<file path="src/rtl/uart_rxfifo_drain_sched_if.sv">
// Byte-stream and FIFO read-side signals of the UART RX FIFO drain scheduler.
// The master modport is the scheduler; the slave modport is its environment.
interface uart_rxfifo_drain_sched_if #(
   parameter int unsigned CNT_W = 2
);
   logic             enable;
   logic             fifo_empty;
   logic [7:0]       fifo_data;
   logic             fifo_read_n;
   logic [7:0]       tx_data;
   logic             tx_valid;
   logic             tx_ready;
   logic             busy;
   logic [CNT_W-1:0] inflight_cnt;
   logic             ovf_err;

   modport master (
      input  enable, fifo_empty, fifo_data, tx_ready,
      output fifo_read_n, tx_data, tx_valid, busy, inflight_cnt, ovf_err
   );

   modport slave (
      output enable, fifo_empty, fifo_data, tx_ready,
      input  fifo_read_n, tx_data, tx_valid, busy, inflight_cnt, ovf_err
   );
endinterface

</file>
<file path="src/rtl/uart_rxfifo_drain_sched.sv">
// Read-side scheduler for the UART 128x8 FIFO: issues read strobes, tracks the
// fixed FIFO read latency in a shift pipe and lands bytes in a skid buffer
// that feeds a valid/ready byte stream.
module uart_rxfifo_drain_sched #(
   parameter int unsigned RD_LATENCY = 2,
   parameter int unsigned BUF_DEPTH  = 3,
   parameter int unsigned CNT_W      = 2
) (
   input logic                         clock,
   input logic                         reset,
   uart_rxfifo_drain_sched_if.master   bus
);

   localparam int unsigned PTR_W = (BUF_DEPTH > 1) ? $clog2(BUF_DEPTH) : 1;

   if (BUF_DEPTH < 1) begin : g_bad_depth
      $error("BUF_DEPTH must be at least 1");
   end
   if ((RD_LATENCY < 1) || (RD_LATENCY > 4)) begin : g_bad_latency
      $error("RD_LATENCY must be in 1..4");
   end
   if ((2 ** CNT_W) <= BUF_DEPTH) begin : g_bad_cnt_w
      $error("CNT_W too narrow for BUF_DEPTH");
   end

   typedef enum logic [1:0] {StIdle, StRun, StStop} state_t;

   state_t                r_state;
   logic [RD_LATENCY-1:0] r_pipe;
   logic [7:0]            r_buf [BUF_DEPTH];
   logic [PTR_W-1:0]      r_head;
   logic [PTR_W-1:0]      r_tail;
   logic [CNT_W-1:0]      r_occ;
   logic                  r_ovf;

   logic [CNT_W-1:0]      w_inflight;
   logic [CNT_W:0]        w_reserved;
   logic                  w_issue;
   logic                  w_capture;
   logic                  w_full;
   logic                  w_pop;
   logic                  w_push;

   // Count reads issued but not yet captured.
   always_comb begin
      w_inflight = '0;
      for (int i = 0; i < RD_LATENCY; i++) begin
         w_inflight = w_inflight + CNT_W'(r_pipe[i]);
      end
   end

   // Issue only when every buffer slot, including those owed to in-flight
   // reads, is accounted for; tx_ready is deliberately kept out of this path.
   always_comb begin
      w_reserved = {1'b0, r_occ} + {1'b0, w_inflight};
      w_issue    = (r_state == StRun) & bus.enable & ~bus.fifo_empty &
                   (w_reserved < (CNT_W + 1)'(BUF_DEPTH));
      w_capture  = r_pipe[RD_LATENCY-1];
      w_full     = (r_occ == CNT_W'(BUF_DEPTH));
      w_pop      = (r_occ != '0) & bus.tx_ready;
      w_push     = w_capture & (~w_full | w_pop);
   end

   // Sequencer state and in-flight pipe.
   always_ff @(posedge clock or posedge reset) begin
      if (reset) begin
         r_state <= StIdle;
         r_pipe  <= '0;
      end else begin
         r_pipe[0] <= w_issue;
         for (int i = 1; i < RD_LATENCY; i++) begin
            r_pipe[i] <= r_pipe[i-1];
         end
         case (r_state)
            StIdle: begin
               if (bus.enable) r_state <= StRun;
            end
            StRun: begin
               if (!bus.enable) r_state <= (w_inflight == '0) ? StIdle : StStop;
            end
            StStop: begin
               if (w_inflight == '0) r_state <= StIdle;
            end
            default: r_state <= StIdle;
         endcase
      end
   end

   // Circular skid buffer with sticky overflow tripwire.
   always_ff @(posedge clock or posedge reset) begin
      if (reset) begin
         for (int i = 0; i < BUF_DEPTH; i++) begin
            r_buf[i] <= 8'h00;
         end
         r_head <= '0;
         r_tail <= '0;
         r_occ  <= '0;
         r_ovf  <= 1'b0;
      end else begin
         if (w_push) begin
            r_buf[r_tail] <= bus.fifo_data;
            r_tail        <= (r_tail == PTR_W'(BUF_DEPTH - 1)) ? '0 : r_tail + 1'b1;
         end
         if (w_pop) begin
            r_head <= (r_head == PTR_W'(BUF_DEPTH - 1)) ? '0 : r_head + 1'b1;
         end
         case ({w_push, w_pop})
            2'b10:   r_occ <= r_occ + 1'b1;
            2'b01:   r_occ <= r_occ - 1'b1;
            default: r_occ <= r_occ;
         endcase
         if (w_capture & w_full & ~w_pop) r_ovf <= 1'b1;
      end
   end

   assign bus.fifo_read_n  = ~w_issue;
   assign bus.tx_valid     = (r_occ != '0);
   assign bus.tx_data      = r_buf[r_head];
   assign bus.busy         = (r_state != StIdle);
   assign bus.inflight_cnt = w_inflight;
   assign bus.ovf_err      = r_ovf;

endmodule

</file>
<file path="src/flat_wrapper.sv">
// flat-port wrapper written by rule: the top's interface ports become plain ports
module uart_rxfifo_drain_sched_flat 
#(
   parameter int unsigned RD_LATENCY = 2,
   parameter int unsigned BUF_DEPTH  = 3,
   parameter int unsigned CNT_W      = 2
)
  (clock, reset, bus_enable, bus_fifo_empty, bus_fifo_data, bus_tx_ready, bus_fifo_read_n, bus_tx_data, bus_tx_valid, bus_busy, bus_inflight_cnt, bus_ovf_err);
  uart_rxfifo_drain_sched_if #(.CNT_W(CNT_W)) bus_i ();
  input logic clock;
  input logic reset;
  input wire logic [$bits(bus_i.enable)-1:0] bus_enable;
  input wire logic [$bits(bus_i.fifo_empty)-1:0] bus_fifo_empty;
  input wire logic [$bits(bus_i.fifo_data)-1:0] bus_fifo_data;
  input wire logic [$bits(bus_i.tx_ready)-1:0] bus_tx_ready;
  output wire logic [$bits(bus_i.fifo_read_n)-1:0] bus_fifo_read_n;
  output wire logic [$bits(bus_i.tx_data)-1:0] bus_tx_data;
  output wire logic [$bits(bus_i.tx_valid)-1:0] bus_tx_valid;
  output wire logic [$bits(bus_i.busy)-1:0] bus_busy;
  output wire logic [$bits(bus_i.inflight_cnt)-1:0] bus_inflight_cnt;
  output wire logic [$bits(bus_i.ovf_err)-1:0] bus_ovf_err;
  assign bus_i.enable = bus_enable;
  assign bus_i.fifo_empty = bus_fifo_empty;
  assign bus_i.fifo_data = bus_fifo_data;
  assign bus_i.tx_ready = bus_tx_ready;
  assign bus_fifo_read_n = bus_i.fifo_read_n;
  assign bus_tx_data = bus_i.tx_data;
  assign bus_tx_valid = bus_i.tx_valid;
  assign bus_busy = bus_i.busy;
  assign bus_inflight_cnt = bus_i.inflight_cnt;
  assign bus_ovf_err = bus_i.ovf_err;
  uart_rxfifo_drain_sched #(.RD_LATENCY(RD_LATENCY), .BUF_DEPTH(BUF_DEPTH), .CNT_W(CNT_W)) u_core (.clock(clock), .reset(reset), .bus(bus_i));
endmodule
</file>
<file path="config.mk">
export PLATFORM = sky130hd
export DESIGN_NAME = uart_rxfifo_drain_sched_flat
export DESIGN_NICKNAME = d
export VERILOG_FILES = /design/src/rtl/uart_rxfifo_drain_sched_if.sv /design/src/rtl/uart_rxfifo_drain_sched.sv /design/src/flat_wrapper.sv
export SDC_FILE = /design/constraint.sdc
export NUM_CORES = 1
export LEC_CHECK = 0
export CAP_MARGIN = 10
export CELL_PAD_IN_SITES_DETAIL_PLACEMENT = 0
export CELL_PAD_IN_SITES_GLOBAL_PLACEMENT = 1
export CORE_MARGIN = 2
export CORE_UTILIZATION = 44
export CTS_BUF_LIST = sky130_fd_sc_hd__clkbuf_4
export DETAILED_ROUTE_END_ITERATION = 7
export PLACE_DENSITY_LB_ADDON = 0.1
export RECOVER_POWER = 25
export SLEW_MARGIN = 20
export SYNTH_ARGS = -nofsm -noshare
export SYNTH_HDL_FRONTEND = slang
export SYNTH_SLANG_ARGS = --single-unit
</file>
<file path="constraint.sdc">
create_clock -name clock -period 2.4 [get_ports clock]
set_clock_uncertainty 0.05 [all_clocks]
set_input_delay 0.48 -clock clock [delete_from_list [all_inputs] [get_ports clock]]
set_output_delay 0.48 -clock clock [all_outputs]
set_load 0.05 [all_outputs]
</file>
==> After elaboration in Yosys (flattened, before gate mapping) <==
Index checks and enable logic that the tools add are counted.
{ "classes": {"magnitude_cmp": 4, "n_bitwise": 14, "n_reduce_logical": 7, "add_sub_neg": 6, "mux": 14, "n_eq_ne": 10} }
{ "op_table": {"columns": ["cell", "count"], "rows": [
  ["bitwise mux 24 bit", 1],
  ["two-way mux 8 bit", 3],
  ["binary-select mux 8 bit (select 2 bit)", 1],
  ["demux 8 bit (select 2 bit)", 1],
  ["two-way mux 2 bit", 6],
  ["equality test 2 bit (second input constant)", 5],
  ["bitwise AND 1 bit", 7],
  ["adder 2 x 1 -> 2 bit (second input constant)", 3],
  [">= comparator 3 bit (second input constant)", 2],
  ["inverter 2 -> 3 bit", 2],
  ["case mux 2 bit (3 select lines)", 1],
  ["nonzero test 2 bit", 3],
  ["equality test 2 x 1 -> 1 bit (second input constant)", 2],
  ["logical NOT 2 bit", 2],
  ["!= test 2 bit (second input constant)", 2],
  ["inverter 1 bit", 4],
  ["case mux 2 bit (2 select lines)", 1],
  ["adder 2 x 2 -> 3 bit", 1],
  ["less-than comparator 3 x 1 -> 1 bit (second input constant)", 1],
  ["less-than comparator 3 x 2 -> 1 bit (second input constant)", 1],
  ["AND reduction 3 bit", 1],
  ["adder 1 x 1 -> 2 bit", 1],
  ["!= test 2 x 1 -> 1 bit (second input constant)", 1],
  ["subtractor 2 x 1 -> 2 bit (second input constant)", 1],
  ["other kinds (2)", 2]
]} }
{ "word_totals": {"register_bits": 35, "inputBits": 13, "out_inout_bits": 14} }

==> Depth between registers and ports, before layout <==
{ "depth": {"ltp_word": 6, "depth_mapped": 7, "ltp_nobuf": 7} }

==> Worst setup path after synthesis <==
No wires, ideal clock.
{ "synth_path": {"kind": "reg-to-output", "start": "register u_core.r_pipe[1]", "end": "output bus_fifo_read_n", "path_buffers": 0, "arrival_time_ns": 2.274, "path_stages_with_launch": 7, "required_time_ns": 1.870, "slack_ns": -0.404, "path_cell_list": "dfrtp_1 inv_1 ha_1 ha_1 fa_1 nand2_1 nand4_1"} }
{ "synth_via": {"elab_chain_len": 5} }
{ "synth_lines": {"columns": ["item", "line_no", "source"], "rows": [
  ["start, declared", "uart_rxfifo_drain_sched.sv:29", "logic [RD_LATENCY-1:0] r_pipe;"],
  ["start signal, assigned by index", "uart_rxfifo_drain_sched.sv:72", "r_pipe[i] <= r_pipe[i-1];"],
  ["adder 1 x 1 -> 2 bit", "uart_rxfifo_drain_sched.sv:48", "w_inflight = w_inflight + CNT_W'(r_pipe[i]);"],
  ["net bus_inflight_cnt[0]", "flat_wrapper.sv:20", "output wire logic [$bits(bus_i.inflight_cnt)-1:0] bus_inflight_cnt;"],
  ["adder 2 x 2 -> 3 bit", "uart_rxfifo_drain_sched.sv:55", "w_reserved = {1'b0, r_occ} + {1'b0, w_inflight};"],
  ["less-than comparator 3 x 2 -> 1 bit", "uart_rxfifo_drain_sched.sv:57", "(w_reserved < (CNT_W + 1)'(BUF_DEPTH));"],
  ["bitwise AND 1 bit", "uart_rxfifo_drain_sched.sv:56", "w_issue = (r_state == StRun) & bus.enable & ~bus.fifo_empty &"],
  ["inverter 1 bit", "uart_rxfifo_drain_sched.sv:116", "assign bus.fifo_read_n = ~w_issue;"],
  ["end, declared", "flat_wrapper.sv:16", "output wire logic [$bits(bus_i.fifo_read_n)-1:0] bus_fifo_read_n;"]
]} }
The timed path passes the listed nets, and every way through them passes these cells.

==> Final worst setup path <==
{ "layout_path": {"start": "register u_core.r_pipe[1]", "end": "output bus_fifo_read_n"} }
{ "layout_via": {"elab_chain_len": 5} }
{ "layout_lines": {"columns": ["item", "line_no"], "rows": [
  ["adder 1 x 1 -> 2 bit", "uart_rxfifo_drain_sched.sv:48"],
  ["adder 2 x 2 -> 3 bit", "uart_rxfifo_drain_sched.sv:55"],
  ["less-than comparator 3 x 2 -> 1 bit", "uart_rxfifo_drain_sched.sv:57"],
  ["bitwise AND 1 bit", "uart_rxfifo_drain_sched.sv:56"],
  ["inverter 1 bit", "uart_rxfifo_drain_sched.sv:116"]
]} }
No other way between the ends.

==> impl_metrics.csv <==
group,metric,value,unit
status,status,"finished, violations left",
status,violations,"negative setup slack",
sta,rsz0062_at_grt,"yes",
placement,postPlaceCellArea,2120,sq um
sta,relSlewSlack,43.0,%
drt,firstDrtPassIters,4,
sta,setup_viol,1,
yosys,synth-seq-cells,35,
placement,place.port_buffers,26,
yosys,synthSimpleGateAreaFrac,9.46,%
final_layout,diodes,0,
yosys,synth_warnings,0,
critical_path,path_class,"flip-flop to output port",
placement,hpwl,2190,um
yosys,syn-cell-area,1650,sq um
global_route,grt_pass1_vias,1139,
sta,final_max_slew_viol_count,0,
clock_tree,cts.htree.levels,2,
flow_run,cap_violations,0,
yosys,synthCells,127,
critical_path,cpMostUsedCell,"ha_4",
drt,drcViolationCount,0,
critical_path,r2r_slack,0.58,ns
drt,ant_nets,0,
critical_path,cp_data_required_time,1.87,ns
critical_path,max_stage_delay,0.42,ns
clock_tree,clkTransAtPathRegs,0.09,ns
yosys,synthFlopType,"dfrtp_1",
global_route,overflow,0,
die,num_rows,22,
critical_path,crit_path_end_kind,"output port",
yosys,synthArstFlopShare,100,%
yosys,synthAdderAreaFrac,4.24,%
clock_tree,insertion_delay,0.32,ns
critical_path,cp_cell_sequence,"inv_2, ha_4, ha_4, fa_1, nand2_1, nand4_1, buf_12",
critical_path,start_kind,"flip-flop",
clock_tree,cts_root_buf,"clkbuf_4",
pwr,fin_total_pwr,0.00319,W
final_layout,fill_cells,313,
yosys,synth_area_leaders,"dfrtp_1 (53%), mux2_2 (12%), mux2_4 (7.3%)",
clock_tree,clock-sinks,35,
sta,hold_viol,0,
sta,worst_pin_slew,0.855,ns
pwr,power.leakage,1.04,nW
final_layout,nNetsFinal,185,
sta,final.min_clock_period,2.54,ns
yosys,synth_compound_area_share,4.69,%
clock_tree,cts_buffers,5,
yosys,synth_mux_area_share,23.7,%
global_route,grt_pass1_wl,5370,um
yosys,yosysSeqAreaShare,53.0,%
yosys,syn_nets,145,
final_layout,area_growth,32.2,%
critical_path,crit_fanout,2,
sta,max_freq,393,MHz
drt,post_drt_wl_per_cell,14.4,um
global_route,grt_max_degree,36,
die,die_w,65.3,um
die,die_h,65.3,um
die,start_util,45.5,%
final_layout,drive_above_1_share,36.7,%
yosys,syn_avg_cell_area,13.0,sq um
drt,routed_wl,3090,um
sta,finalCritPeriodShare,106,%
critical_path,cp.arrival,2.01,ns
drt,avgViaCountPerCell,4.93,
placement,routabilityCongestion,0.768,
global_route,track_usage,16.9,%
yosys,yosysUniqueCellTypes,27,
final_layout,fin_area,2190,sq um
die,core-area,3630,sq um
pwr,power_density,1460,nW/um^2
die,dieArea,4270,sq um
yosys,synth_top_family_by_area,"multiplexers",
drt,drtIter0Drc,88,
sta,layout_setup_ws,-0.142,ns
yosys,synth_edf_count,0,
yosys,post-synth-top-area-cell,"dfrtp_1",
global_route,antenna_found_initial,0,
yosys,synth_top_area_share,53.0,%
worst_hold_path,hold_class,"flip-flop to flip-flop",
clock_tree,cts_tree,"yes",
drt,via_count,1055,
clock_tree,clockBufferDepth,2,
die,io_pins,27,
critical_path,crit_slowest_cell,"fa_1",
pwr,ir_worst_vdd,834,uV
yosys,synth-xor-area-share,1.59,%
where the power goes:
part	switching, W	internal [W]	total [W]
Combinational	0.000945	0.000939	0.00188
Sequential	0.000172	0.000850	0.00102
Clock	0.000170	0.000115	0.000286
sequential cells by signal, indices dropped and copies added, names as in the netlist:
name                flops
u_core.r_buf           24
u_core.r_head           2
u_core.r_occ            2
u_core.r_pipe           2
u_core.r_state          2
u_core.r_tail           2
u_core.bus.ovf_err      1
path summary, 6_finish.rpt:
| kind | start | end | cells past startpoint |
|---|---|---|---|
| max in group asynchronous | reset | u_core.r_head[0] | 3 |
| hold reg to reg | u_core.bus.ovf_err | u_core.bus.ovf_err | 1 |
| setup / recovery | u_core.r_pipe[1] | bus_fifo_read_n | 7 |
| setup reg to reg | u_core.r_occ[0] | u_core.r_buf[20] | 3 |
| min in group asynchronous | reset | u_core.r_buf[11] | 3 |
| hold / removal | u_core.bus.ovf_err | u_core.bus.ovf_err | 1 |
worst max-delay path, delay by kind of cell (launching register included):
| family | cells | cell delay [ns] |
|---|---|---|
| buffers and inverters | 2 | 0.29 |
| and+or+nand+nor | 2 | 0.22 |
| DFF | 1 | 0.40 |
| adders and majority gates | 3 | 0.78 |
cell families after synthesis:
group                    after synthesis
AO/OA/AOI/OAI                         14
adder cells (fa/ha/maj)                5
buffers and inverters                 11
XOR/XNOR                               3
flip-flops                            35
AND/OR/NAND/NOR                       26
multiplexers                          33
synthesized netlist by cell type (2+ instances only):
master and count:
a21o_1 3, buf_6 2, clkbuf_1 2, dfrtp_1 35
ha_1 4, inv_1 6, mux2_2 17, mux2_4 8
mux2i_1 8, nand2_1 11, nor2_1 3, nor2b_1 2
o21ai_0 10, or2_2 2, xnor2_1 2
layout make-up:
class                           count  area (sq um)  area share [%]
Timing Repair Buffer               38           437            20.0
Clock buffer                        6          45.0            2.06
Multi-Input combinational cell     81           747            34.2
Sequential cell                    35           876            40.0
Tap cell                           48          60.1            2.75
Inverter                            6          22.5            1.03
placed cells by master (no fill, tap or decap):
cell	n
or4_4	1
ha_4	2
dlymetal6s2s_1	2
inv_2	2
clkbuf_2	1
nand4_1	1
nor3b_1	1
nor4b_4	1
a21oi_1	1
a21o_1	3
xor2_1	1
buf_12	9
nand2_1	11
mux2_4	8
mux2i_1	8
mux2_2	17
inv_1	4
o21ai_1	8
or2_2	2
dfrtp_1	35
fa_1	1
clkbuf_1	1
clkbuf_4	6
and3b_1	1
ha_1	2
clkdlybuf4s50_1	13
nor2_1	3
dlygate4sd3_1	1
nand2b_1	1
o21ai_0	2
xnor2_1	2
nor2b_1	2
nor3_1	1
buf_4	11
nor3_2	1
timing repair:
item / 4_1_cts / 5_1_grt
endpoints found under the hold margin: 0 / 0
endpoints found under the setup margin: 1 / 3
hold buffers: 0 / 0
setup buffers: 3 / 0
gates resized for setup: 1 / 2
pin swaps: 2 / 0
stage by stage:
| stage | setup TNS [ns] | cells | setup WS [ns] | util [%] | hold slack, ns |
|---|---|---|---|---|---|
| 3_5_place_dp | 0 | 205 | 0.130 | 58.4 | 0.369 |
| 6_report | -0.142 | 214 | -0.142 | 60.2 | 0.426 |
| 3_3_place_gp | 0 | 205 | 0.142 | 58.4 | 0.353 |
| 5_1_grt | -0.253 | 214 | -0.253 | 60.2 | 0.455 |
| 2_1_floorplan | -0.0748 | 127 | -0.0748 | - | 0.330 |
| 4_1_cts | -0.150 | 214 | -0.150 | 60.2 | 0.430 |
per-layer routing:
metal | up-vias | global-route usage (%) | wire (um)
li1 | 512 | - | -
met1 | 521 | 24.0 | 1520
met2 | 19 | 25.1 | 1450
met3 | 3 | 4.45 | 99
met4 | 0 | 6.25 | 20
met5 | - | 0 | 0
(Power assumes the default switching activity.)
